`src/rtl/muldiv_pkg.sv`:
```
// ============================================================================
// Module      : muldiv_pkg
// Description : Shared op/state encodings and operand-sign helpers for alu_muldiv.
// Revision    : 1.0 - initial release
// ============================================================================
`default_nettype none

package muldiv_pkg;

  typedef enum logic [2:0] {
    MD_MUL    = 3'b000,
    MD_MULH   = 3'b001,
    MD_MULHSU = 3'b010,
    MD_MULHU  = 3'b011,
    MD_DIV    = 3'b100,
    MD_DIVU   = 3'b101,
    MD_REM    = 3'b110,
    MD_REMU   = 3'b111
  } md_op_e;

  typedef enum logic [1:0] {
    IDLE = 2'd0,
    CALC = 2'd1,
    DONE = 2'd2
  } md_state_e;

  function automatic logic is_div_op(input md_op_e op);
    return op[2];
  endfunction

  function automatic logic is_rem_op(input md_op_e op);
    return op[2] & op[1];
  endfunction

  function automatic logic a_is_signed(input md_op_e op);
    return (op == MD_MULH) || (op == MD_MULHSU) || (op == MD_DIV) || (op == MD_REM);
  endfunction

  function automatic logic b_is_signed(input md_op_e op);
    return (op == MD_MULH) || (op == MD_DIV) || (op == MD_REM);
  endfunction

endpackage

`default_nettype wire

```
`src/rtl/muldiv_iter_core.sv`:
```
// ============================================================================
// Module      : muldiv_iter_core
// Description : Unsigned one-bit-per-cycle shift-add multiplier / restoring divider.
// Revision    : 1.0 - initial release
// ============================================================================
`default_nettype none

module muldiv_iter_core #(
  parameter int DW    = 32,
  parameter int CNT_W = $clog2(DW) + 1
) (
  input  logic          clk,
  input  logic          rst,
  input  logic          start_i,
  input  logic          abort_i,
  input  logic          is_div_i,
  input  logic [DW-1:0] a_i,
  input  logic [DW-1:0] b_i,
  output logic          done_o,
  output logic [DW-1:0] hi_nxt_o,
  output logic [DW-1:0] lo_nxt_o
);

  localparam logic [CNT_W-1:0] c_last = CNT_W'(DW - 1);

  logic             r_busy;
  logic             r_is_div;
  logic [CNT_W-1:0] r_cnt;
  logic [DW-1:0]    r_hi;
  logic [DW-1:0]    r_lo;
  logic [DW-1:0]    r_b;

  logic [DW:0]      w_sum;
  logic [DW:0]      w_shift;
  logic [DW:0]      w_diff;
  logic [DW-1:0]    w_mul_hi;
  logic [DW-1:0]    w_mul_lo;
  logic [DW-1:0]    w_div_hi;
  logic [DW-1:0]    w_div_lo;

  // hi:lo is the running product (mul) or partial remainder:dividend/quotient (div)
  always_comb begin
    w_sum    = {1'b0, r_hi} + (r_lo[0] ? {1'b0, r_b} : '0);
    w_mul_hi = w_sum[DW:1];
    w_mul_lo = {w_sum[0], r_lo[DW-1:1]};

    w_shift  = {r_hi, r_lo[DW-1]};
    w_diff   = w_shift - {1'b0, r_b};
    w_div_hi = w_diff[DW] ? w_shift[DW-1:0] : w_diff[DW-1:0];
    w_div_lo = {r_lo[DW-2:0], ~w_diff[DW]};
  end

  assign hi_nxt_o = r_is_div ? w_div_hi : w_mul_hi;
  assign lo_nxt_o = r_is_div ? w_div_lo : w_mul_lo;
  assign done_o   = r_busy && (r_cnt == c_last);

  always_ff @(posedge clk or posedge rst) begin
    if (rst) begin
      r_busy   <= 1'b0;
      r_is_div <= 1'b0;
      r_cnt    <= '0;
      r_hi     <= '0;
      r_lo     <= '0;
      r_b      <= '0;
    end else if (abort_i) begin
      r_busy <= 1'b0;
      r_cnt  <= '0;
    end else if (start_i) begin
      r_busy   <= 1'b1;
      r_is_div <= is_div_i;
      r_cnt    <= '0;
      r_hi     <= '0;
      r_lo     <= a_i;
      r_b      <= b_i;
    end else if (r_busy) begin
      r_hi   <= hi_nxt_o;
      r_lo   <= lo_nxt_o;
      r_cnt  <= done_o ? '0 : r_cnt + 1'b1;
      r_busy <= !done_o;
    end
  end

endmodule

`default_nettype wire

```
`src/rtl/alu_muldiv.sv`:
```
// ============================================================================
// Module      : alu_muldiv
// Description : Multi-cycle RV32M execute unit: handshake, FSM, signs, fast path.
// Revision    : 1.0 - initial release
// ============================================================================
`default_nettype none

module alu_muldiv
  import muldiv_pkg::*;
#(
  parameter int DW    = 32,
  parameter int CNT_W = $clog2(DW) + 1
) (
  input  logic          clk,
  input  logic          rst,
  input  logic          valid_i,
  output logic          ready_o,
  input  logic [2:0]    op_i,
  input  logic [DW-1:0] operand_a_i,
  input  logic [DW-1:0] operand_b_i,
  input  logic          flush_i,
  output logic          valid_o,
  input  logic          ready_i,
  output logic [DW-1:0] result_o,
  output logic          busy_o
);

  localparam logic [DW-1:0] c_min = {1'b1, {(DW-1){1'b0}}};

  md_state_e       r_state;
  md_state_e       w_state_nxt;
  md_op_e          r_op;
  logic            r_neg;
  logic [DW-1:0]   r_result;

  md_op_e          w_op;
  logic            w_accept;
  logic            w_sa;
  logic            w_sb;
  logic            w_neg;
  logic [DW-1:0]   w_mag_a;
  logic [DW-1:0]   w_mag_b;
  logic            w_div_zero;
  logic            w_ovf;
  logic            w_fast;
  logic [DW-1:0]   w_fast_result;

  logic            w_core_done;
  logic [DW-1:0]   w_hi_nxt;
  logic [DW-1:0]   w_lo_nxt;
  logic [2*DW-1:0] w_prod;
  logic [DW-1:0]   w_quo;
  logic [DW-1:0]   w_rem;
  logic [DW-1:0]   w_calc_result;

  assign w_op     = md_op_e'(op_i);
  assign w_accept = valid_i && (r_state == IDLE) && !flush_i;

  assign w_sa    = a_is_signed(w_op) & operand_a_i[DW-1];
  assign w_sb    = b_is_signed(w_op) & operand_b_i[DW-1];
  assign w_mag_a = w_sa ? (~operand_a_i + 1'b1) : operand_a_i;
  assign w_mag_b = w_sb ? (~operand_b_i + 1'b1) : operand_b_i;
  // Remainder follows the dividend sign; product and quotient follow sa^sb
  assign w_neg   = is_rem_op(w_op) ? w_sa : (w_sa ^ w_sb);

  assign w_div_zero = is_div_op(w_op) && (operand_b_i == '0);
  assign w_ovf      = ((w_op == MD_DIV) || (w_op == MD_REM)) &&
                      (operand_a_i == c_min) && (operand_b_i == '1);
  assign w_fast     = w_div_zero || w_ovf;

  always_comb begin
    w_fast_result = '0;
    if (w_div_zero) begin
      w_fast_result = is_rem_op(w_op) ? operand_a_i : '1;
    end else if (w_ovf) begin
      w_fast_result = is_rem_op(w_op) ? '0 : c_min;
    end
  end

  muldiv_iter_core #(
    .DW    (DW),
    .CNT_W (CNT_W)
  ) u_core (
    .clk      (clk),
    .rst      (rst),
    .start_i  (w_accept && !w_fast),
    .abort_i  (flush_i),
    .is_div_i (is_div_op(w_op)),
    .a_i      (w_mag_a),
    .b_i      (w_mag_b),
    .done_o   (w_core_done),
    .hi_nxt_o (w_hi_nxt),
    .lo_nxt_o (w_lo_nxt)
  );

  // Final iteration's values are sign-corrected and registered in the same cycle
  assign w_prod = r_neg ? (~{w_hi_nxt, w_lo_nxt} + 1'b1) : {w_hi_nxt, w_lo_nxt};
  assign w_quo  = r_neg ? (~w_lo_nxt + 1'b1) : w_lo_nxt;
  assign w_rem  = r_neg ? (~w_hi_nxt + 1'b1) : w_hi_nxt;

  always_comb begin
    w_calc_result = '0;
    case (r_op)
      MD_MUL:                         w_calc_result = w_prod[DW-1:0];
      MD_MULH, MD_MULHSU, MD_MULHU:   w_calc_result = w_prod[2*DW-1:DW];
      MD_DIV, MD_DIVU:                w_calc_result = w_quo;
      MD_REM, MD_REMU:                w_calc_result = w_rem;
      default:                        w_calc_result = '0;
    endcase
  end

  always_ff @(posedge clk or posedge rst) begin
    if (rst) begin
      r_state <= IDLE;
    end else begin
      r_state <= w_state_nxt;
    end
  end

  always_comb begin
    w_state_nxt = r_state;
    case (r_state)
      IDLE:    if (w_accept) w_state_nxt = w_fast ? DONE : CALC;
      CALC:    if (w_core_done) w_state_nxt = DONE;
      DONE:    if (ready_i) w_state_nxt = IDLE;
      default: w_state_nxt = IDLE;
    endcase
    if (flush_i) begin
      w_state_nxt = IDLE;
    end
  end

  always_ff @(posedge clk or posedge rst) begin
    if (rst) begin
      r_op     <= MD_MUL;
      r_neg    <= 1'b0;
      r_result <= '0;
    end else if (!flush_i) begin
      if (w_accept) begin
        r_op  <= w_op;
        r_neg <= w_neg;
        if (w_fast) begin
          r_result <= w_fast_result;
        end
      end else if ((r_state == CALC) && w_core_done) begin
        r_result <= w_calc_result;
      end
    end
  end

  assign result_o = r_result;
  assign valid_o  = (r_state == DONE);
  assign ready_o  = (r_state == IDLE);
  assign busy_o   = (r_state != IDLE);

endmodule

`default_nettype wire

```
`config.mk`:
```
export PLATFORM = sky130hd
export DESIGN_NAME = alu_muldiv
export DESIGN_NICKNAME = d
export VERILOG_FILES = /design/src/rtl/muldiv_pkg.sv /design/src/rtl/muldiv_iter_core.sv /design/src/rtl/alu_muldiv.sv
export SDC_FILE = /design/constraint.sdc
export NUM_CORES = 1
export LEC_CHECK = 0
export BUFFER_PORTS_ARGS = -buffer_cell sky130_fd_sc_hd__buf_2
export CAP_MARGIN = 15
export CELL_PAD_IN_SITES_DETAIL_PLACEMENT = 0
export CELL_PAD_IN_SITES_GLOBAL_PLACEMENT = 2
export CORE_ASPECT_RATIO = 0.7
export CORE_MARGIN = 5
export CORE_UTILIZATION = 37
export CTS_BUF_LIST = sky130_fd_sc_hd__clkbuf_16
export DETAILED_ROUTE_END_ITERATION = 6
export PLACE_DENSITY = 0.92
export SLEW_MARGIN = 20
export SYNTH_ARGS = -nofsm -noshare
export SYNTH_HDL_FRONTEND = slang
export SYNTH_SLANG_ARGS = --single-unit
```
`constraint.sdc`:
```
create_clock -name clk -period 5.45 [get_ports clk]
set_clock_uncertainty 0.15 [all_clocks]
set_input_delay 1.09 -clock clk [delete_from_list [all_inputs] [get_ports clk]]
set_output_delay 1.09 -clock clk [all_outputs]
set_load 0.02 [all_outputs]
```
Word level (Yosys, flattened, before mapping)
Index checks and enable logic that the tools add are counted.
Widths: inputs -> output; s select.
{"block": "totals", "mem_bits_rw": 0, "mem_count": 0, "rom_bits": 0, "word_cells": 117, "latch_bits": 0, "in_bits": 72, "reg_bits": 142}
{"block": "op_classes", "mux": 35, "div": 0, "multipliers": 0, "n_eq_ne": 20, "reduce_logical": 33, "n_lt_le_gt_ge": 0, "n_shift": 0, "bitwise": 11, "n_addsub": 8}
{"cell": "$mux 32", "count": 19}
{"cell": "$add 32x1->32 const B", "count": 4}
{"cell": "$not 32->32", "count": 4}
{"cell": "$pmux 32 s4", "count": 1}
{"cell": "$add 64x1->64 const B", "count": 1}
{"cell": "$eq 32x32->1 const B", "count": 2}
{"cell": "$mux 64", "count": 1}
{"cell": "$not 64->64", "count": 1}
{"cell": "$add 32x33->33", "count": 1}
{"cell": "$sub 33x32->33", "count": 1}
{"cell": "$logic_not 32->1", "count": 1}
{"cell": "$mux 6", "count": 4}
{"cell": "$eq 3x3->1 const B", "count": 6}
{"cell": "$mux 2", "count": 5}
{"cell": "$eq 3x2->1 const B", "count": 3}
{"cell": "$logic_and 1x1->1", "count": 8}
{"cell": "$logic_or 1x1->1", "count": 7}
{"cell": "$add 6x1->6 const B", "count": 1}
{"cell": "$eq 3x1->1 const B", "count": 2}
{"cell": "$eq 6x5->1 const B", "count": 1}
{"cell": "$ne 3x2->1 const B", "count": 2}
{"cell": "$pmux 2 s3", "count": 1}
{"cell": "$reduce_and 2->1", "count": 3}
{"cell": "$reduce_and 3->1", "count": 2}
{"cell": "15 further kinds", "count": 26}

Logic depth before layout (Yosys ltp)
Gate-level depths: netlist (run 1).
{"block": "depth", "word_depth": 9, "depth_mapped": 22, "depth_no_buf": 22}

By module
A second synthesis (run 1) with hierarchy kept.
{"block": "hier_totals", "cells_unflattened": 2004, "area_unflattened_um2": 15417.3}
{"module": "muldiv_iter_core", "instances": 1, "area_per_inst_um2": 9197.6, "cells_each": 1109}
{"module": "alu_muldiv", "instances": 1, "area_per_inst_um2": 6219.7, "cells_each": 895}

Worst setup path after synthesis (run 1)
OpenSTA, ideal clock, no wires.
{"block": "synth_timing", "kind": "reg-to-reg", "from": "register u_core.r_lo[31]", "to": "register r_result[6], in the netlist result_o[6]", "setup_slack_ns": 0.526, "arrival_ns": 4.649, "t_required_ns": 5.175, "path_stages_with_launch": 22, "period_less_slack_ns": 4.924, "n_path_buf": 0, "cell_sequence": "dfrtp_1 > inv_1 > ha_1 > fa_1 > nor2b_4 > o31a_4 > o21a_4 > o211a_4 > o31ai_2 > nor2_1 > a21oi_1 > ha_1 > o21ai_0 > nor3_1 > nand4_1 > nand2b_1 > o21ai_0 > nor2_1 > a211o_1 > a32oi_1 > o21ai_0 > mux2_2"}
{"block": "synth_via", "elab_chain_len": 9, "word_cells_on_any_way": 17, "cone_classes": "4 x add/sub; 9 x mux; 4 x bitwise"}
{"item": "start, declared", "line_no": "muldiv_iter_core.sv:30", "source": "logic [DW-1:0] r_lo;"}
{"item": "start signal, assigned", "line_no": "muldiv_iter_core.sv:73", "source": "r_lo <= a_i;"}
{"item": "start signal, assigned", "line_no": "muldiv_iter_core.sv:77", "source": "r_lo <= lo_nxt_o;"}
{"item": "$sub 33x32->33", "line_no": "muldiv_iter_core.sv:48", "source": "w_diff = w_shift - {1'b0, r_b};"}
{"item": "$mux 32 or $not 1->1 (tied branches)", "line_no": "muldiv_iter_core.sv:49, muldiv_iter_core.sv:50"}
{"item": "$mux 32 (on tied branches)", "line_no": "muldiv_iter_core.sv:53, muldiv_iter_core.sv:54"}
{"item": "$not 64->64 (tied with other cells)", "line_no": "alu_muldiv.sv:97", "source": "assign w_prod = r_neg ? (~{w_hi_nxt, w_lo_nxt} + 1'b1) : {w_hi_nxt, w_lo_nxt};"}
{"item": "$add 64x1->64 (tied with other cells)", "line_no": "alu_muldiv.sv:97"}
{"item": "$mux 64 (tied with other cells)", "line_no": "alu_muldiv.sv:97"}
{"item": "$pmux 32 s4 *", "line_no": "alu_muldiv.sv:103", "source": "case (r_op)"}
{"item": "$mux 32 *", "line_no": "alu_muldiv.sv:145", "source": "end else if ((r_state == CALC) && w_core_done) begin"}
{"item": "$mux 32 *", "line_no": "alu_muldiv.sv:139", "source": "if (w_accept) begin"}
{"item": "end signal, assigned", "line_no": "alu_muldiv.sv:143", "source": "r_result <= w_fast_result;"}
{"item": "end signal, assigned", "line_no": "alu_muldiv.sv:146", "source": "r_result <= w_calc_result;"}
{"item": "end, declared", "line_no": "alu_muldiv.sv:34", "source": "logic [DW-1:0] r_result;"}
Mark *: on every way between the ends. The rest lies on a longest branch, timed or not. The select of a mux whose other input is x is not followed.
A chain may end at the register's enable or synchronous reset.

Final worst setup path (run 1)
{"block": "layout_timing", "from": "register u_core.r_lo[0]", "to": "register r_result[29], in the netlist result_o[29]"}
{"block": "layout_via", "elab_chain_len": 9, "word_cells_on_any_way": 16, "cone_classes": "4 x add/sub; 9 x mux; 3 x bitwise"}
{"item": "$mux 32", "line_no": "muldiv_iter_core.sv:43", "source": "w_sum = {1'b0, r_hi} + (r_lo[0] ? {1'b0, r_b} : '0);"}
{"item": "$add 32x33->33", "line_no": "muldiv_iter_core.sv:43"}
{"item": "$mux 32 (on tied branches)", "line_no": "muldiv_iter_core.sv:54, muldiv_iter_core.sv:53"}
{"item": "$not 64->64 or $not 32->32 (tied branches)", "line_no": "alu_muldiv.sv:97, alu_muldiv.sv:99"}
{"item": "$add 64x1->64 or $add 32x1->32 (tied branches)", "line_no": "alu_muldiv.sv:97, alu_muldiv.sv:99"}
{"item": "$mux 64 or $mux 32 (tied branches)", "line_no": "alu_muldiv.sv:97, alu_muldiv.sv:99"}
{"item": "$pmux 32 s4 *", "line_no": "alu_muldiv.sv:103"}
{"item": "$mux 32 *", "line_no": "alu_muldiv.sv:145"}
{"item": "$mux 32 *", "line_no": "alu_muldiv.sv:139"}
Marked as above.

==> results.yml, run 1 <==
outcome:
  status: "finished clean"
final_layout:
  n_fill_cell: 4401
  drive_above_1_share: 0.148
  layout.cells.non_filler: 2834
  layout_common_cells: "nand2_1 (292), o21ai_0 (246), a21oi_1 (154)"
  final_common_cell: "nand2_1"
  area_growth_pct: 14.2
  nets: 2412
  fin_util: 0.427
clocking:
  cts.htree.levels: 4
  cts_max_path_buffers: 2
  clock_latency_ns: 0.46
  cts_setup_buffers: 0
  path_clk_slew_ns: 0.07
  clockRootBuffer: "clkbuf_16"
  cts.sinks: 142
  cts_resized: 0
  cts_inserted_buffers: 17
  ctsHoldBuffers: 0
  cts_tree: "built"
routing:
  vias: 17989
  dr.pass1.iters: 6
  drt_iter0_drc: 2190
  avgViaCountPerCell: 6.35
  ant_nets: 0
  drc: 0
  drt-total-wl_um: 68700
  wl_per_cell_um: 24.2
synth:
  synth_seq_cells: 142
  synth_top_family_by_area: "compound AO/OA/AOI/OAI gates"
  synthXorXnorAreaFrac: 0.0681
  synth_edf_count: 0
  synthSimpleGateAreaFrac: 0.261
  synth.area.mux_share: 0.0367
  yosys.area_share.adder: 0.0579
  synthesis.nets: 2284
  synthFlopType: "dfrtp_1"
  yosysSeqAreaShare: 0.225
  synth_compound_area_frac: 0.306
  synth.distinct_cells: 108
  synthArstFlopShare: 1.00
  avgSynthCellArea_um2: 7.39
  syn_inst: 2140
  netlist_area_um2: 15800
  yosysWarnings: 0
floorplan:
  pin_count: 107
  initial_utilization: 0.374
  rows: 63
  die_y_um: 183
  chipWidth_um: 257
  dieArea_um2: 47000
  core_um2: 42300
timing:
  setup_ws_ns: 0.172
  setup_viol: 0
  finalWorstPathRequiredPeriod_ns: 5.28
  tightest_slew_ns: 0.962
  tns_ns: 0
  rsz0062_at_grt: "false"
  hold_violations: 0
  fin_crit_sh: 0.968
  fmax_mhz: 189
  maxSlewViolCount: 0
  slew_headroom: 0.359
global_routing:
  grt_pass1_wl_um: 102000
  track_usage: 0.280
  antenna_found_initial: 0
  grt_pass1_vias: 16186
  grt_max_degree: 72
  gr-total-overflow: 0
place:
  port-buffer-count: 106
  pre_cts_ws_ns: 0.336
  place_inst: 2801
  gp_congestion: 1.01
  post-dp-hpwl_um: 54600
hold_path:
  hold_path_class: "flip-flop to flip-flop"
pwr:
  peakVddDrop_mv: 0.269
  p_total_w: 0.00918
  p_leak_nw: 7.82
  p_per_area_nw_per_um2: 508
worst_setup_path:
  crit_path_end_kind: "flip-flop"
  worst-endpoint-arrival_ns: 5.43
  worstPathRequired_ns: 5.60
  worstPathMaxFanout: 31
  cp-start-kind: "flip-flop"
  path_class: "flip-flop to flip-flop"
job:
  cap_violations: 0
stage by stage:
| step | area [um^2] | hold slack (ns) |
|---|---|---|
| after CTS | 18100 | 0.329 |
| after detailed placement | 17500 | 0.314 |
| after floorplan | 15800 | 0.312 |
| final | 18100 | 0.325 |
| after global routing | 18100 | 0.368 |
| after global placement | 17500 | 0.308 |
worst max-delay path, stage by stage (launching register included):
cell and delay (ns):
dfrtp_1 0.42, buf_4 0.25, and2_1 0.18, ha_1 0.42
and3_1 0.32, and3_1 0.21, a21boi_0 0.57, nor2_1 0.13
xnor2_1 0.21, nor3_1 0.33, a2111oi_4 0.16, or4b_4 0.59
or3b_1 0.42, or4_1 0.50, a2bb2oi_2 0.16, o41ai_1 0.08
routing by layer:
metal / wire length (um) / global-route usage / vias to the layer above
li1: - / - / 8203
met1: 33200 / 0.442 / 8762
met2: 26200 / 0.372 / 952
met3: 8400 / 0.0871 / 72
met4: 973 / 0.0461 / 0
met5: 0 / 0 / -
cell type report:
| cell class | count | area [um^2] | share of cell area |
|---|---|---|---|
| Multi-Input combinational cell | 1817 | 11600 | 0.640 |
| Sequential cell | 142 | 3560 | 0.197 |
| Timing Repair Buffer | 224 | 1450 | 0.0805 |
| Tap cell | 552 | 691 | 0.0382 |
| Clock buffer | 17 | 425 | 0.0235 |
| Inverter | 66 | 253 | 0.0140 |
| Clock inverter | 15 | 123 | 0.00679 |
| Antenna cell | 1 | 2.50 | 0.000139 |
flip-flops by register name, indices dropped and copies added, names as in the netlist:
name             cells
u_core.r_busy        1
u_core.r_is_div      1
r_op                 3
u_core.r_lo         32
r_neg                1
result_o            32
u_core.r_b          32
u_core.r_hi         32
r_state              2
u_core.r_cnt         6
Yosys cell counts (21+ instances only):
| master | n | area share |
|---|---|---|
| nand2_1 | 293 | 0.070 |
| o21ai_0 | 246 | 0.078 |
| a21oi_1 | 155 | 0.049 |
| nor2_1 | 151 | 0.036 |
| dfrtp_1 | 142 | 0.22 |
| clkbuf_1 | 82 | 0.019 |
| xnor2_1 | 78 | 0.043 |
| ha_1 | 70 | 0.055 |
| inv_1 | 65 | 0.015 |
| nor3_1 | 63 | 0.020 |
| and2_1 | 54 | 0.021 |
| nand3_1 | 46 | 0.015 |
| xor2_1 | 45 | 0.025 |
| mux2i_1 | 40 | 0.025 |
| a31oi_1 | 39 | 0.015 |
| o211ai_1 | 34 | 0.016 |
| nand4_1 | 30 | 0.012 |
| a21o_1 | 28 | 0.013 |
| o31ai_1 | 26 | 0.012 |
| or3_1 | 26 | 0.010 |
| nor4_1 | 22 | 0.0087 |
| buf_2 | 21 | 0.0066 |
where the power goes:
group	internal, W	switching, W
clock network	0.000625	0.000553
logic	0.00232	0.00402
registers	0.00130	0.000360
cells by family after synthesis:
family	count (synthesis)
muxes	56
xor gates and xnor gates	123
AOI/OAI and AO/OA	745
DFF	142
buffers and inverters	181
and+or+nand+nor	821
adders and majority gates	72
worst paths after layout:
kind,from,endpoint,slack (ns),depth (start not counted)
max,u_core.r_lo[0],result_o[29],0.17,15
max reg2reg,u_core.r_lo[0],result_o[29],0.17,15
min reg2reg,result_o[4],result_o[4],0.32,2
min in group asynchronous,rst,u_core.r_cnt[2],0.62,2
max in group asynchronous,rst,u_core.r_hi[6],3.41,3
min,result_o[4],result_o[4],0.32,2
Note: power is estimated with default switching activity, not from simulation.
==> run 2, diff against run 1 <==
--- a/config.mk
+++ b/config.mk
@@ -14,7 +14,7 @@
 export CORE_UTILIZATION = 37
 export CTS_BUF_LIST = sky130_fd_sc_hd__clkbuf_16
 export DETAILED_ROUTE_END_ITERATION = 6
-export PLACE_DENSITY = 0.92
+export PLACE_DENSITY = 0.85
 export SLEW_MARGIN = 20
 export SYNTH_ARGS = -nofsm -noshare
 export SYNTH_HDL_FRONTEND = slang
==> results.yml, run 2 (synthesized netlist as in run 1, its figures left out) <==
outcome:
  status: "finished clean"
routing:
  avgViaCountPerCell: 6.27
  ant_nets: 0
  drt_iter0_drc: 1843
  drc: 0
  drt-total-wl_um: 72300
  vias: 17637
  wl_per_cell_um: 25.7
  dr.pass1.iters: 5
timing:
  finalWorstPathRequiredPeriod_ns: 5.28
  hold_violations: 0
  slew_headroom: 0.341
  fin_crit_sh: 0.969
  tightest_slew_ns: 0.989
  fmax_mhz: 189
  setup_viol: 0
  maxSlewViolCount: 0
floorplan:
  rows: 63
  core_um2: 42300
  die_y_um: 183
  chipWidth_um: 257
  initial_utilization: 0.374
  pin_count: 107
  dieArea_um2: 47000
clocking:
  cts_inserted_buffers: 17
  cts.htree.levels: 4
  cts.sinks: 142
  path_clk_slew_ns: 0.07
  cts_tree: "built"
  clockRootBuffer: "clkbuf_16"
  clock_latency_ns: 0.46
  cts_max_path_buffers: 2
  ctsHoldBuffers: 0
global_routing:
  track_usage: 0.299
  grt_pass1_wl_um: 108000
  grt_use_met1: 0.454
  antenna_found_initial: 1
  grt-busiest-layer: "met1"
  gr-total-overflow: 0
  grt_use_met3: 0.102
  grt_pass1_vias: 16608
  use_met2: 0.408
  grt_max_degree: 91
final_layout:
  n_fill_cell: 4401
  layout_common_cells: "nand2_1 (291), o21ai_0 (242), a21oi_1 (155)"
  area_growth_pct: 14.6
  final_cell_area_um2: 18100
  final_common_cell: "nand2_1"
  drive_above_1_share: 0.147
  diodes: 0
  nets: 2394
worst_setup_path:
  startpoint: "u_core.r_hi[16]"
  crit_path_end_kind: "flip-flop"
  worstPathRequired_ns: 5.62
  worst-endpoint-arrival_ns: 5.45
  cp-start-kind: "flip-flop"
  worstPathMaxFanout: 23
  critPathCapture: "result_o[29]"
  rr_worst_depth: 14
  path_class: "flip-flop to flip-flop"
  timing.rr.start: "u_core.r_hi[16]"
  r2r_end: "result_o[29]"
  r2r_slack_ns: 0.17
place:
  port-buffer-count: 106
  place_area_um2: 17300
  post-dp-hpwl_um: 57100
  gp_congestion: 0.964
hold_path:
  hold_path_class: "flip-flop to flip-flop"
  hold_path_depth: 2
pwr:
  seqPwrFrac: 0.173
  p_leak_nw: 7.82
  p_clk_frac: 0.152
  p_comb_frac: 0.675
  peakVddDrop_mv: 0.346
  net-switching-power_w: 0.00507
  p_per_area_nw_per_um2: 523
  swShare: 0.535
  p_total_w: 0.00947
  p_int_w: 0.00441
job:
  cap_violations: 0
-- run 2: layout make-up --
class / count / area (um^2) / area share
timing repair buffer: 206 / 1310 / 0.0721
clock buffer: 17 / 425 / 0.0235
tap: 552 / 691 / 0.0381
clock inverter: 15 / 254 / 0.0140
inverter: 66 / 253 / 0.0139
sequential: 142 / 3560 / 0.196
multi-input combinational: 1817 / 11600 / 0.642
-- run 2: power by group through the flow --
stage / Sequential [W] / Combinational, W / Clock [W]
final: 0.00164 / 0.00639 / 0.00144
after global routing: 0.00168 / 0.00686 / 0.00150
after floorplan: 0.00152 / 0.00409 / 0
after CTS: 0.00162 / 0.00615 / 0.00146
after global placement: 0.00162 / 0.00615 / 0
after detailed placement: 0.00164 / 0.00611 / 0
-- run 2: worst max-delay path, stage by stage (launching register included) --
cell       delay [ns]
dfrtp_1          0.46
ha_1             0.39
a21oi_1          0.25
o21ai_0          0.22
a22oi_1          0.28
and3_4           0.33
a21oi_4          0.07
buf_4            0.25
nor2_2           0.73
o221a_2          0.43
nor4b_2          0.51
nand3b_4         0.21
or4_1            0.57
a2bb2oi_2        0.18
o41ai_1          0.10
-- run 2: how the worst min path moves through the flow --
stage	end	slack, ns	from
detailed placement	result_o[4]	0.32	result_o[4]
floorplan	u_core.r_lo[30]	0.31	u_core.r_lo[30]
global placement	result_o[1]	0.31	result_o[1]
finish	result_o[4]	0.33	result_o[4]
global route	result_o[0]	0.38	result_o[0]
CTS	result_o[4]	0.33	result_o[4]
-- run 2: routing by layer --
metal	part of all wire	vias up
met3	0.11	77
met1	0.48	8657
met2	0.39	756
met5	0.00018	-
met4	0.016	2
li1	-	8145
-- run 2: what timing repair did --
item	in CTS	in global routing
endpoints found under the setup margin	0	19
buffers inserted	0	2
resized for setup	0	19
-- run 2: stage by stage --
stage,setup slack (ns),instances,setup TNS (ns),hold slack [ns],utilization
global route,-0.0110,2815,-0.0188,0.385,0.428
global placement,0.231,2781,0,0.310,0.410
CTS,0.0810,2813,0,0.334,0.426
floorplan,0.400,2140,0,0.312,-
finish,0.168,2815,0,0.328,0.428
detailed placement,0.122,2781,0,0.319,0.410
